<file path="src/rtl/bcd_scan_controller.sv">
`default_nettype none
// ============================================================================
// Module   : bcd_scan_controller
// Purpose  : Time-multiplexes one 8421 BCD-to-decimal decoder across NDIGITS
//            display digits. A double-buffered frame is scanned one digit at
//            a time, with a blanking guard slot before each digit, optional
//            leading-zero suppression and invalid-code flagging.
// Ports    : CLK        rising-edge clock
//            RST        synchronous active-high reset
//            EN         scan enable
//            LOAD/READY frame load handshake (accepted on LOAD & READY)
//            DIN        frame data, digit k = DIN[4k+3:4k]
//            LZB        leading-zero blanking enable, captured with the frame
//            A,B,C,D    BCD code to the decoder (A = LSB), 1111 when blanked
//            DIG        one-hot digit strobe
//            FRAME      one-cycle pulse on the first blank slot after a wrap
//            BAD        one-cycle pulse on SHOW entry of an unmasked code > 9
//            ERR        sticky invalid-code flag
// Revision : 1.0  initial release
// ============================================================================
module bcd_scan_controller #(
  parameter int NDIGITS   = 4,
  parameter int DWELL     = 16,
  parameter int BLANK_CYC = 2
) (
  input  logic                   CLK,
  input  logic                   RST,
  input  logic                   EN,
  input  logic                   LOAD,
  input  logic [4*NDIGITS-1:0]   DIN,
  input  logic                   LZB,
  output logic                   READY,
  output logic                   A,
  output logic                   B,
  output logic                   C,
  output logic                   D,
  output logic [NDIGITS-1:0]     DIG,
  output logic                   FRAME,
  output logic                   BAD,
  output logic                   ERR
);

  localparam int MAXC = (DWELL > BLANK_CYC) ? DWELL : BLANK_CYC;
  localparam int CW   = (MAXC > 1) ? $clog2(MAXC) : 1;
  localparam int SW   = (NDIGITS > 1) ? $clog2(NDIGITS) : 1;

  localparam logic [1:0] ST_IDLE  = 2'd0;
  localparam logic [1:0] ST_BLANK = 2'd1;
  localparam logic [1:0] ST_SHOW  = 2'd2;

  localparam logic [CW-1:0] BLANK_LAST = CW'(BLANK_CYC - 1);
  localparam logic [CW-1:0] DWELL_LAST = CW'(DWELL - 1);
  localparam logic [SW-1:0] SEL_LAST   = SW'(NDIGITS - 1);

  logic [1:0]             state;
  logic [SW-1:0]          sel;
  logic [CW-1:0]          cnt;
  logic [4*NDIGITS-1:0]   active;
  logic [4*NDIGITS-1:0]   shadow;
  logic                   active_lzb;
  logic                   shadow_lzb;
  logic                   valid;
  logic                   pending;
  logic                   frame_q;
  logic                   bad_q;
  logic                   err_q;

  logic                   load_acc;
  logic [NDIGITS-1:0]     mask;
  logic [3:0]             cur;
  logic                   show_on;
  logic                   zero_run;
  logic [3:0]             code;

  assign load_acc = LOAD && !pending;
  assign cur      = active[{sel, 2'b00} +: 4];

  // A digit is masked when LZB is set for this frame and it and every digit
  // above it are zero. Digit 0 is never masked so a zero frame still shows 0.
  always_comb begin
    zero_run = 1'b1;
    mask     = '0;
    for (int i = NDIGITS - 1; i >= 1; i--) begin
      zero_run = zero_run && (active[4*i +: 4] == 4'd0);
      mask[i]  = active_lzb && zero_run;
    end
  end

  assign show_on = (state == ST_SHOW) && !mask[sel];

  // Blanking rule: whenever no strobe is active the decoder sees 1111.
  always_comb begin
    DIG  = '0;
    code = 4'hF;
    if (show_on) begin
      DIG  = NDIGITS'(1) << sel;
      code = cur;
    end
  end

  assign A     = code[0];
  assign B     = code[1];
  assign C     = code[2];
  assign D     = code[3];
  assign READY = !pending;
  assign FRAME = frame_q;
  assign BAD   = bad_q;
  assign ERR   = err_q;

  always_ff @(posedge CLK) begin
    if (RST) begin
      state      <= ST_IDLE;
      sel        <= '0;
      cnt        <= '0;
      active     <= '0;
      shadow     <= '0;
      active_lzb <= 1'b0;
      shadow_lzb <= 1'b0;
      valid      <= 1'b0;
      pending    <= 1'b0;
      frame_q    <= 1'b0;
      bad_q      <= 1'b0;
      err_q      <= 1'b0;
    end else begin
      frame_q <= 1'b0;
      bad_q   <= 1'b0;
      // Load clears ERR; a set later in this block overrides it.
      if (load_acc) err_q <= 1'b0;

      case (state)
        ST_IDLE: begin
          if (load_acc && EN) begin
            active     <= DIN;
            active_lzb <= LZB;
            valid      <= 1'b1;
            state      <= ST_BLANK;
            sel        <= '0;
            cnt        <= '0;
          end else if (load_acc) begin
            shadow     <= DIN;
            shadow_lzb <= LZB;
            pending    <= 1'b1;
          end else if (EN && (valid || pending)) begin
            if (pending) begin
              active     <= shadow;
              active_lzb <= shadow_lzb;
              pending    <= 1'b0;
            end
            valid <= 1'b1;
            state <= ST_BLANK;
            sel   <= '0;
            cnt   <= '0;
          end
        end

        ST_BLANK, ST_SHOW: begin
          // A load while scanning always parks in the shadow buffer. It can
          // never collide with the boundary swap: a swap needs pending=1,
          // which holds READY low and blocks the load.
          if (load_acc) begin
            shadow     <= DIN;
            shadow_lzb <= LZB;
            pending    <= 1'b1;
          end
          if (!EN) begin
            state <= ST_IDLE;
            sel   <= '0;
            cnt   <= '0;
          end else if (state == ST_BLANK) begin
            if (cnt == BLANK_LAST) begin
              state <= ST_SHOW;
              cnt   <= '0;
              if (!mask[sel] && (cur > 4'd9)) begin
                bad_q <= 1'b1;
                err_q <= 1'b1;
              end
            end else begin
              cnt <= cnt + 1'b1;
            end
          end else begin
            if (cnt == DWELL_LAST) begin
              state <= ST_BLANK;
              cnt   <= '0;
              if (sel == SEL_LAST) begin
                sel     <= '0;
                frame_q <= 1'b1;
                if (pending) begin
                  active     <= shadow;
                  active_lzb <= shadow_lzb;
                  pending    <= 1'b0;
                end
              end else begin
                sel <= sel + 1'b1;
              end
            end else begin
              cnt <= cnt + 1'b1;
            end
          end
        end

        default: begin
          state <= ST_IDLE;
          sel   <= '0;
          cnt   <= '0;
        end
      endcase
    end
  end

endmodule
`default_nettype wire

</file>
<file path="config.mk">
export PLATFORM = sky130hd
export DESIGN_NAME = bcd_scan_controller
export DESIGN_NICKNAME = d
export VERILOG_FILES = /design/src/rtl/bcd_scan_controller.sv
export SDC_FILE = /design/constraint.sdc
export NUM_CORES = 1
export LEC_CHECK = 0
export ABC_CLOCK_PERIOD_IN_PS = 4230
export BUFFER_PORTS_ARGS = -buffer_cell sky130_fd_sc_hd__buf_2
export CAP_MARGIN = 15
export CORE_ASPECT_RATIO = 1.2
export CORE_MARGIN = 5
export CORE_UTILIZATION = 30
export DETAILED_ROUTE_END_ITERATION = 8
export PLACE_DENSITY = 0.5
export SKIP_CTS_REPAIR_TIMING = 1
export SLEW_MARGIN = 0
export SYNTH_ARGS = -nofsm -noshare
export SYNTH_HDL_FRONTEND = slang
export SYNTH_SLANG_ARGS = --single-unit
export TNS_END_PERCENT = 10
</file>
<file path="constraint.sdc">
create_clock -name CLK -period 4.23 [get_ports CLK]
set_clock_uncertainty 0.1 [all_clocks]
set_input_delay 0.423 -clock CLK [delete_from_list [all_inputs] [get_ports CLK]]
set_output_delay 0.423 -clock CLK [all_outputs]
set_load 0.01 [all_outputs]
</file>
==> flow_summary_export.csv, run 1 <==
group,metric,value,unit
finish,nets,331,
setup_path,worst_r2r_startpoint,"state[1]$_SDFFE_PP0P_",
clocking,cts_htree_levels,2,
place,port_buffers,32,
timing,drv_slew,0,
finish,layout.cells.most_common,"dfxtp_1",
synth,asyncSetResetFlopFracSynth,0,%
floorplan,coreArea,8610,um2
floorplan,pin_count,33,
grt,grt_first_pass_wirelength,11100,um
clocking,cts_buffer_depth,2,
timing,slew_headroom,37.8,%
pwr,power_density,585,nW/um2
timing,post-route-min-period,2.53,ns
synth,synthDistinctLibCells,51,
routing,drt_wl_total,6860,um
setup_path,startpoint_to_endpoint_class_of_the_critical_path,"reg2out",
grt,vias_in_the_first_global_route,2119,
synth,synthesis.area,2640,um2
clocking,clock-sinks,47,
finish,utilization_after_layout,34.0,%
routing,drc,0,
floorplan,floorplan.initialDensity,30.7,%
synth,seq_area_frac_synth,35.6,%
timing,timing_hold_violations_final,0,
timing,setup_tns,0,ns
clocking,tritoncts_clock_tree,"built",
synth,post-synth-top-area-fraction,35.6,%
floorplan,die_h,113,um
setup_path,worstRegToRegCells,6,
timing,period_share,59.7,%
place,dp_hpwl,4610,um
clocking,clkSlewWorstSetupHoldPaths,0.09,ns
clocking,numCtsBuffers,5,
routing,routedWlPerCell,16.4,um
synth,yosys_most_used_dff,"dfxtp_1",
pwr,ir_worst_vdd,0.000213,V
finish,filler_cell_count,930,
timing,finalWorstSetupSlack,1.70,ns
routing,vias,2196,
timing,worst_pin_slew,0.934,ns
floorplan,die_x,95.7,um
pwr,cellLeakagePower,0.00113,uW
finish,seqCellArea,941,um2
place,dp_worst_setup_slack,1.84,ns
flow_run,max_cap_violations,0,
synth,synth_edf_count,0,
routing,vias_per_cell,5.27,
grt,overflow,0,
routing,detailedRoute.firstPassIterationCount,4,
setup_path,worstPathRequired,3.71,ns
finish,multiInputGateArea,1540,um2
grt,grtUsageTotal,12.9,%
synth,synthTopCellsByArea,"dfxtp_1 36%, mux2i_1 13%, o2111ai_1 5.6%, ha_1 4.7%, a21oi_1 4.2%",
setup_path,critPathCaptureType,"output pin",
timing,setup_viol,0,
finish,postLayoutCellArea,2920,um2
synth,synth.largest_area_cell,"dfxtp_1",
setup_path,critical_path_arrival,2.00,ns
timing,max_clock_freq,396,MHz
synth,postSynthCellCount,283,
setup_path,timing.critical_path.fanout_max,8,
setup_path,reg2reg_to,"active[10]$_SDFFE_PP0P_",
routing,antenna_violating_nets_post_route,0,
setup_path,worstSetupStartpointType,"flip-flop",
grt,antenna_found_initial,0,
synth,postSynthRegisterBits,47,
setup_path,timing.critical_path.to,"DIG[2]",
finish,drive_above_1_share,18.0,%
clocking,root_cell_of_the_clock_tree,"clkbuf_8",
floorplan,die_ar,10800,um2
place,placement.cell_area,2840,um2
synth,mappedNetlistNets,314,
finish,mostFrequentLayoutCells,"47 x dfxtp_1, 34 x mux2i_1, 32 x buf_2, 23 x nor2_1",
synth,post_synthesis_area_per_instance,9.34,um2
clocking,worstSkewPairLatency,0.30,ns
finish,layout-area-overhead-vs-synth,10.6,%
setup_path,worst-r2r-setup-slack,1.83,ns
finish,num_antenna_cells,0,
routing,drt_iter0_markers,75,
min_path,path_category_of_the_worst_min_delay_check,"in2reg",
timing,rsz0062_at_grt,"no",
synth,synth.yosys.warnings,0,
setup_path,cp-startpoint,"active[8]$_SDFFE_PP0P_",
outcome,status,"finished, final reports clean",
place,finalWeightedCongestion,0.777,
grt,grt_max_degree,49,
floorplan,core.rowCount,37,
-- stage by stage --
stage               hold slack [ns]  cells  power (uW)
global placement              0.365    410        1430
global route                  0.274    417        1840
CTS                           0.271    417        1730
finish                        0.275    417        1710
detailed placement            0.377    410        1440
floorplan                     0.360    283        1280
-- Yosys cell counts (all sizes together) (2+ instances only) --
master and count:
and2 2, inv 8, nand2 22, nor3 5
or4 2, mux4 4, and3 5, a21oi 23
o31ai 4, o211ai 2, nand3b 6, o2111ai 17
o21a 2, nor2 23, clkbuf 10, buf 15
nand3 3, ha 10, dfxtp 47, o21ai 20
mux2i 34
-- critical path, stage by stage, from the launching register on --
cell	delay, ns
dfxtp_1	0.35
or4_4	0.56
nor3_2	0.19
o211ai_2	0.19
and3_1	0.28
buf_2	0.14
-- per-layer routing --
| layer | track usage (%) | part of all wire [%] |
|---|---|---|
| met3 | 2.19 | 3.7 |
| met4 | 4.46 | 2.3 |
| met2 | 21.2 | 48 |
| met1 | 17.1 | 46 |
| met5 | 0 | 0 |
-- final cells by class --
cell class / instances / area share (%)
clock buffers: 6 / 2.82
clock inverters: 1 / 0.171
inverters: 8 / 1.03
multi-input cells: 203 / 52.5
flip-flops and latches: 47 / 32.2
well taps: 117 / 5.01
repair buffers: 35 / 6.25
-- worst min path at each step --
stage,cells past startpoint,startpoint,to,slack (ns)
2_1_floorplan,2,shadow[0]$_SDFFE_PP0P_,shadow[0]$_SDFFE_PP0P_,0.36
3_3_place_gp,1,ERR$_SDFF_PP0_,ERR$_SDFF_PP0_,0.36
3_5_place_dp,1,ERR$_SDFF_PP0_,ERR$_SDFF_PP0_,0.38
4_1_cts,3,DIN[15],shadow[15]$_SDFFE_PP0P_,0.27
5_1_grt,3,DIN[12],shadow[12]$_SDFFE_PP0P_,0.27
6_report,3,DIN[4],shadow[4]$_SDFFE_PP0P_,0.28
-- cell families (layout without fill, tap and decap cells) --
| family | count (synthesis) | after routing | share of synthesized area [%] |
|---|---|---|---|
| AO/OA/AOI/OAI | 78 | 78 | 21.1 |
| XOR/XNOR | 1 | 1 | 0.331 |
| adder cells (fa/ha/maj) | 10 | 10 | 4.73 |
| buffers and inverters | 33 | 50 | 6.77 |
| flip-flops | 47 | 47 | 35.6 |
| multiplexers | 38 | 38 | 16.4 |
| AND/OR/NAND/NOR | 76 | 76 | 15.1 |
-- registers in the layout, indices dropped and copies added (netlist names) --
| signal | cells |
|---|---|
| active_lzb | 1 |
| shadow | 16 |
| shadow_lzb | 1 |
| ERR | 1 |
| FRAME | 1 |
| BAD | 1 |
| state | 2 |
| active | 16 |
| sel | 2 |
| pending | 1 |
| cnt | 4 |
| valid | 1 |
-- where the power goes --
group / internal, uW / switching, uW / total [uW] / leakage, uW
sequential: 525 / 72.6 / 598 / 0.000382
clock: 129 / 151 / 280 / 0.0000470
combinational: 306 / 527 / 833 / 0.000702
Power figures use the tool's default switching activity.
==> inputs of run 2 (changes only) <==
--- a/config.mk
+++ b/config.mk
@@ -5,7 +5,8 @@
 export SDC_FILE = /design/constraint.sdc
 export NUM_CORES = 1
 export LEC_CHECK = 0
-export ABC_CLOCK_PERIOD_IN_PS = 4230
+export ABC_AREA = 1
+export ABC_CLOCK_PERIOD_IN_PS = 2350
 export BUFFER_PORTS_ARGS = -buffer_cell sky130_fd_sc_hd__buf_2
 export CAP_MARGIN = 15
 export CORE_ASPECT_RATIO = 1.2
==> constraint.sdc (replaced) <==
create_clock -name CLK -period 2.35 [get_ports CLK]
set_clock_uncertainty 0.1 [all_clocks]
set_input_delay 0.235 -clock CLK [delete_from_list [all_inputs] [get_ports CLK]]
set_output_delay 0.235 -clock CLK [all_outputs]
set_load 0.01 [all_outputs]
==> run 2 against run 1 <==
Against the previous run: critical path depth up 2; setup slack worse by 1.4 ns; non-clock buffer count up 2; critical endpoint is now DIG[1]; sequential share of layout area down 2.0 points; sequential power up 110%; register-to-register slack worse by 1.5 ns; flip-flop and latch count unchanged; final cell count up 41%; largest power group unchanged; wire length down 6.3%; combinational power rose to 2.8 times the previous value; highest routed layer unchanged; first-iteration DRC count up 35%.
==> flow_summary_export.csv, run 2 <==
group,metric,value,unit
routing,antenna_violating_nets_post_route,0,
grt,met1_use_gr,15.9,%
finish,largestRegisters,"active (16), shadow (16), cnt (4)",
routing,drc,0,
timing,setup_viol,0,
routing,detailedRoute.firstPassIterationCount,4,
timing,post-route-min-period,2.06,ns
synth,postSynthRegisterBits,47,
synth,post_synthesis_area_per_instance,6.18,um2
routing,routedWlPerCell,11.0,um
grt,grt_util_met3,2.50,%
floorplan,coreArea,8940,um2
timing,max_clock_freq,486,MHz
pwr,cellLeakagePower,0.00159,uW
finish,nets,496,
finish,layout.cells.most_common,"nand2_1",
pwr,power_density,1380,nW/um2
outcome,status,"finished, final reports clean",
synth,synthTopCellsByArea,"dfxtp_1 35%, nand2_1 15%, o21ai_0 10%, inv_1 9.5%, nor2_1 8.1%",
floorplan,die_ar,11100,um2
timing,setup_tns,0,ns
pwr,power.total,4300,uW
finish,num_antenna_cells,0,
setup_path,worstSetupStartpointType,"flip-flop",
place,finalWeightedCongestion,0.842,
setup_path,crit_top_cell,"nand2_1",
routing,vias_per_cell,4.35,
timing,drv_slew,0,
place,dp_hpwl,4680,um
setup_path,timing.critical_path.fanout_max,12,
clocking,clkSlewWorstSetupHoldPaths,0.10,ns
synth,mappedNetlistNets,471,
setup_path,timing.critical_path.to,"DIG[1]",
finish,layout-area-overhead-vs-synth,14.9,%
pwr,combinational_group_share_of_total_power,53.5,%
floorplan,die_h,114,um
clocking,cts_htree_levels,2,
clocking,root_cell_of_the_clock_tree,"clkbuf_8",
grt,vias_in_the_first_global_route,2500,
timing,slew_headroom,75.2,%
synth,postSynthCellCount,440,
routing,drt_iter0_markers,101,
pwr,pwr-share-seq,29.8,%
synth,yosys_most_used_dff,"dfxtp_1",
synth,netlist_top_cells_count,"106 x nand2_1, 69 x inv_1, 59 x nor2_1, 55 x o21ai_0, 47 x dfxtp_1",
place,dp_worst_setup_slack,0.323,ns
grt,antenna_found_initial,0,
clocking,tritoncts_clock_tree,"built",
synth,asyncSetResetFlopFracSynth,0,%
pwr,ir_worst_vdd,0.000416,V
synth,seq_area_frac_synth,34.6,%
clocking,cts_buffer_depth,2,
grt,grt_most_used_layer,"met2",
finish,drive_above_1_share,11.4,%
grt,grtUsageMet2,20.5,%
synth,synthDistinctLibCells,24,
setup_path,startpoint_to_endpoint_class_of_the_critical_path,"reg2out",
routing,drt_wl_total,6430,um
grt,grtUsageTotal,12.1,%
timing,rsz0062_at_grt,"no",
grt,grt_max_degree,37,
synth,synth.most_common_cell,"nand2_1",
synth,synth.largest_area_cell,"dfxtp_1",
timing,worst_pin_slew,0.372,ns
setup_path,slowest_delay,0.41,ns
grt,overflow,0,
synth,synth_edf_count,0,
setup_path,reg2reg_to,"active[9]$_SDFFE_PP0P_",
setup_path,worst_r2r_startpoint,"state[0]$_SDFFE_PP0P_",
pwr,clock_power_share,16.6,%
timing,timing_hold_violations_final,0,
timing,finalWorstSetupSlack,0.291,ns
setup_path,worst-r2r-setup-slack,0.31,ns
pwr,p_sw,1960,uW
setup_path,critical-path-slowest-cell,"dfxtp_1",
floorplan,die_x,96.9,um
setup_path,worstRegToRegCells,9,
floorplan,pin_count,33,
setup_path,worstPathRequired,2.02,ns
floorplan,core.rowCount,38,
pwr,netSwitchingFraction,45.6,%
setup_path,cp-startpoint,"sel[0]$_SDFFE_PP0P_",
clocking,clock-sinks,47,
synth,post-synth-top-area-fraction,34.6,%
min_path,hold_path_depth,2,
timing,period_share,87.6,%
floorplan,floorplan.initialDensity,30.4,%
grt,grt_first_pass_wirelength,11400,um
pwr,internal_power,2340,uW
clocking,worstSkewPairLatency,0.30,ns
min_path,path_category_of_the_worst_min_delay_check,"in2reg",
setup_path,critPathCaptureType,"output pin",
setup_path,critical_path.cell_chain,"buf_4 -> nand2_1 -> o21ai_0 -> nand3_1 -> nand2_1 -> nor2_1 -> buf_2",
place,port_buffers,32,
setup_path,critical_path_arrival,1.72,ns
routing,vias,2552,
synth,synthesis.area,2720,um2
synth,synth.yosys.warnings,0,
flow_run,max_cap_violations,0,
finish,mostFrequentLayoutCells,"106 x nand2_1, 69 x inv_1, 59 x nor2_1, 55 x o21ai_0, 46 x dfxtp_1",
clocking,numCtsBuffers,5,
==> run 2: cell types whose count changed in the layout (fill, tap and decap cells not counted), moves of 17 or more <==
cell       previous run  this run
inv_1                 8        69
o21ai_0              20        55
mux2i_1              34         0
o2111ai_1            17         0
nor2_1               23        59
nand2_1              22       106
==> run 2: cell type report <==
class / count / area (um2)
well taps: 120 / 150
clock buffers: 6 / 72.6
inverters: 74 / 284
multi-input cells: 300 / 1410
flip-flops and latches: 47 / 942
clock inverters: 2 / 60.1
fillers: 1024 / 5810
repair buffers: 37 / 210
==> run 2: power by group through the flow <==
stage               Combinational (uW)  Sequential (uW)  Clock (uW)
floorplan                         1930             1230           0
global placement                  2290             1290           0
detailed placement                2320             1300           0
CTS                               2340             1280         747
global route                      2740             1320         771
finish                            2300             1280         716
==> run 2: metrics by stage <==
| stage | hold WS (ns) | std cells | instance area (um2) | util, % |
|---|---|---|---|---|
| after floorplan | 0.204 | 440 | 2720 | - |
| after global placement | 0.339 | 578 | 2990 | 33.4 |
| after detailed placement | 0.344 | 578 | 2990 | 33.4 |
| after CTS | 0.0503 | 586 | 3120 | 34.9 |
| after global routing | 0.0510 | 586 | 3130 | 35.0 |
| final | 0.0670 | 586 | 3130 | 35.0 |
==> run 2: how the worst min path moves through the flow <==
stage,startpoint,end
floorplan,RST,cnt[1]$_SDFFE_PP0P_
global placement,shadow[3]$_SDFFE_PP0P_,shadow[3]$_SDFFE_PP0P_
detailed placement,shadow_lzb$_SDFFE_PP0P_,shadow_lzb$_SDFFE_PP0P_
CTS,RST,valid$_SDFFE_PP0P_
global route,RST,valid$_SDFFE_PP0P_
finish,RST,valid$_SDFFE_PP0P_
==> run 2: worst max-delay path: cells and delay by family (launching register included) <==
kind            cells  cell delay (ns)
buf+inv             2             0.33
flops               1             0.41
simple gates        4             0.52
compound gates      1             0.17
==> run 2: cells by family after synthesis <==
| family | synth area share, % |
|---|---|
| flip-flops | 34.6 |
| buffers and inverters | 13.7 |
| adder cells (fa/ha/maj) | 4.60 |
| AND/OR/NAND/NOR | 29.1 |
| AO/OA/AOI/OAI | 18.0 |
==> run 2: per-layer routing <==
metal	routed length, um	share of wire [%]
met5	0	0
met4	68	1.1
met3	219	3.4
met2	2850	44
met1	3290	51
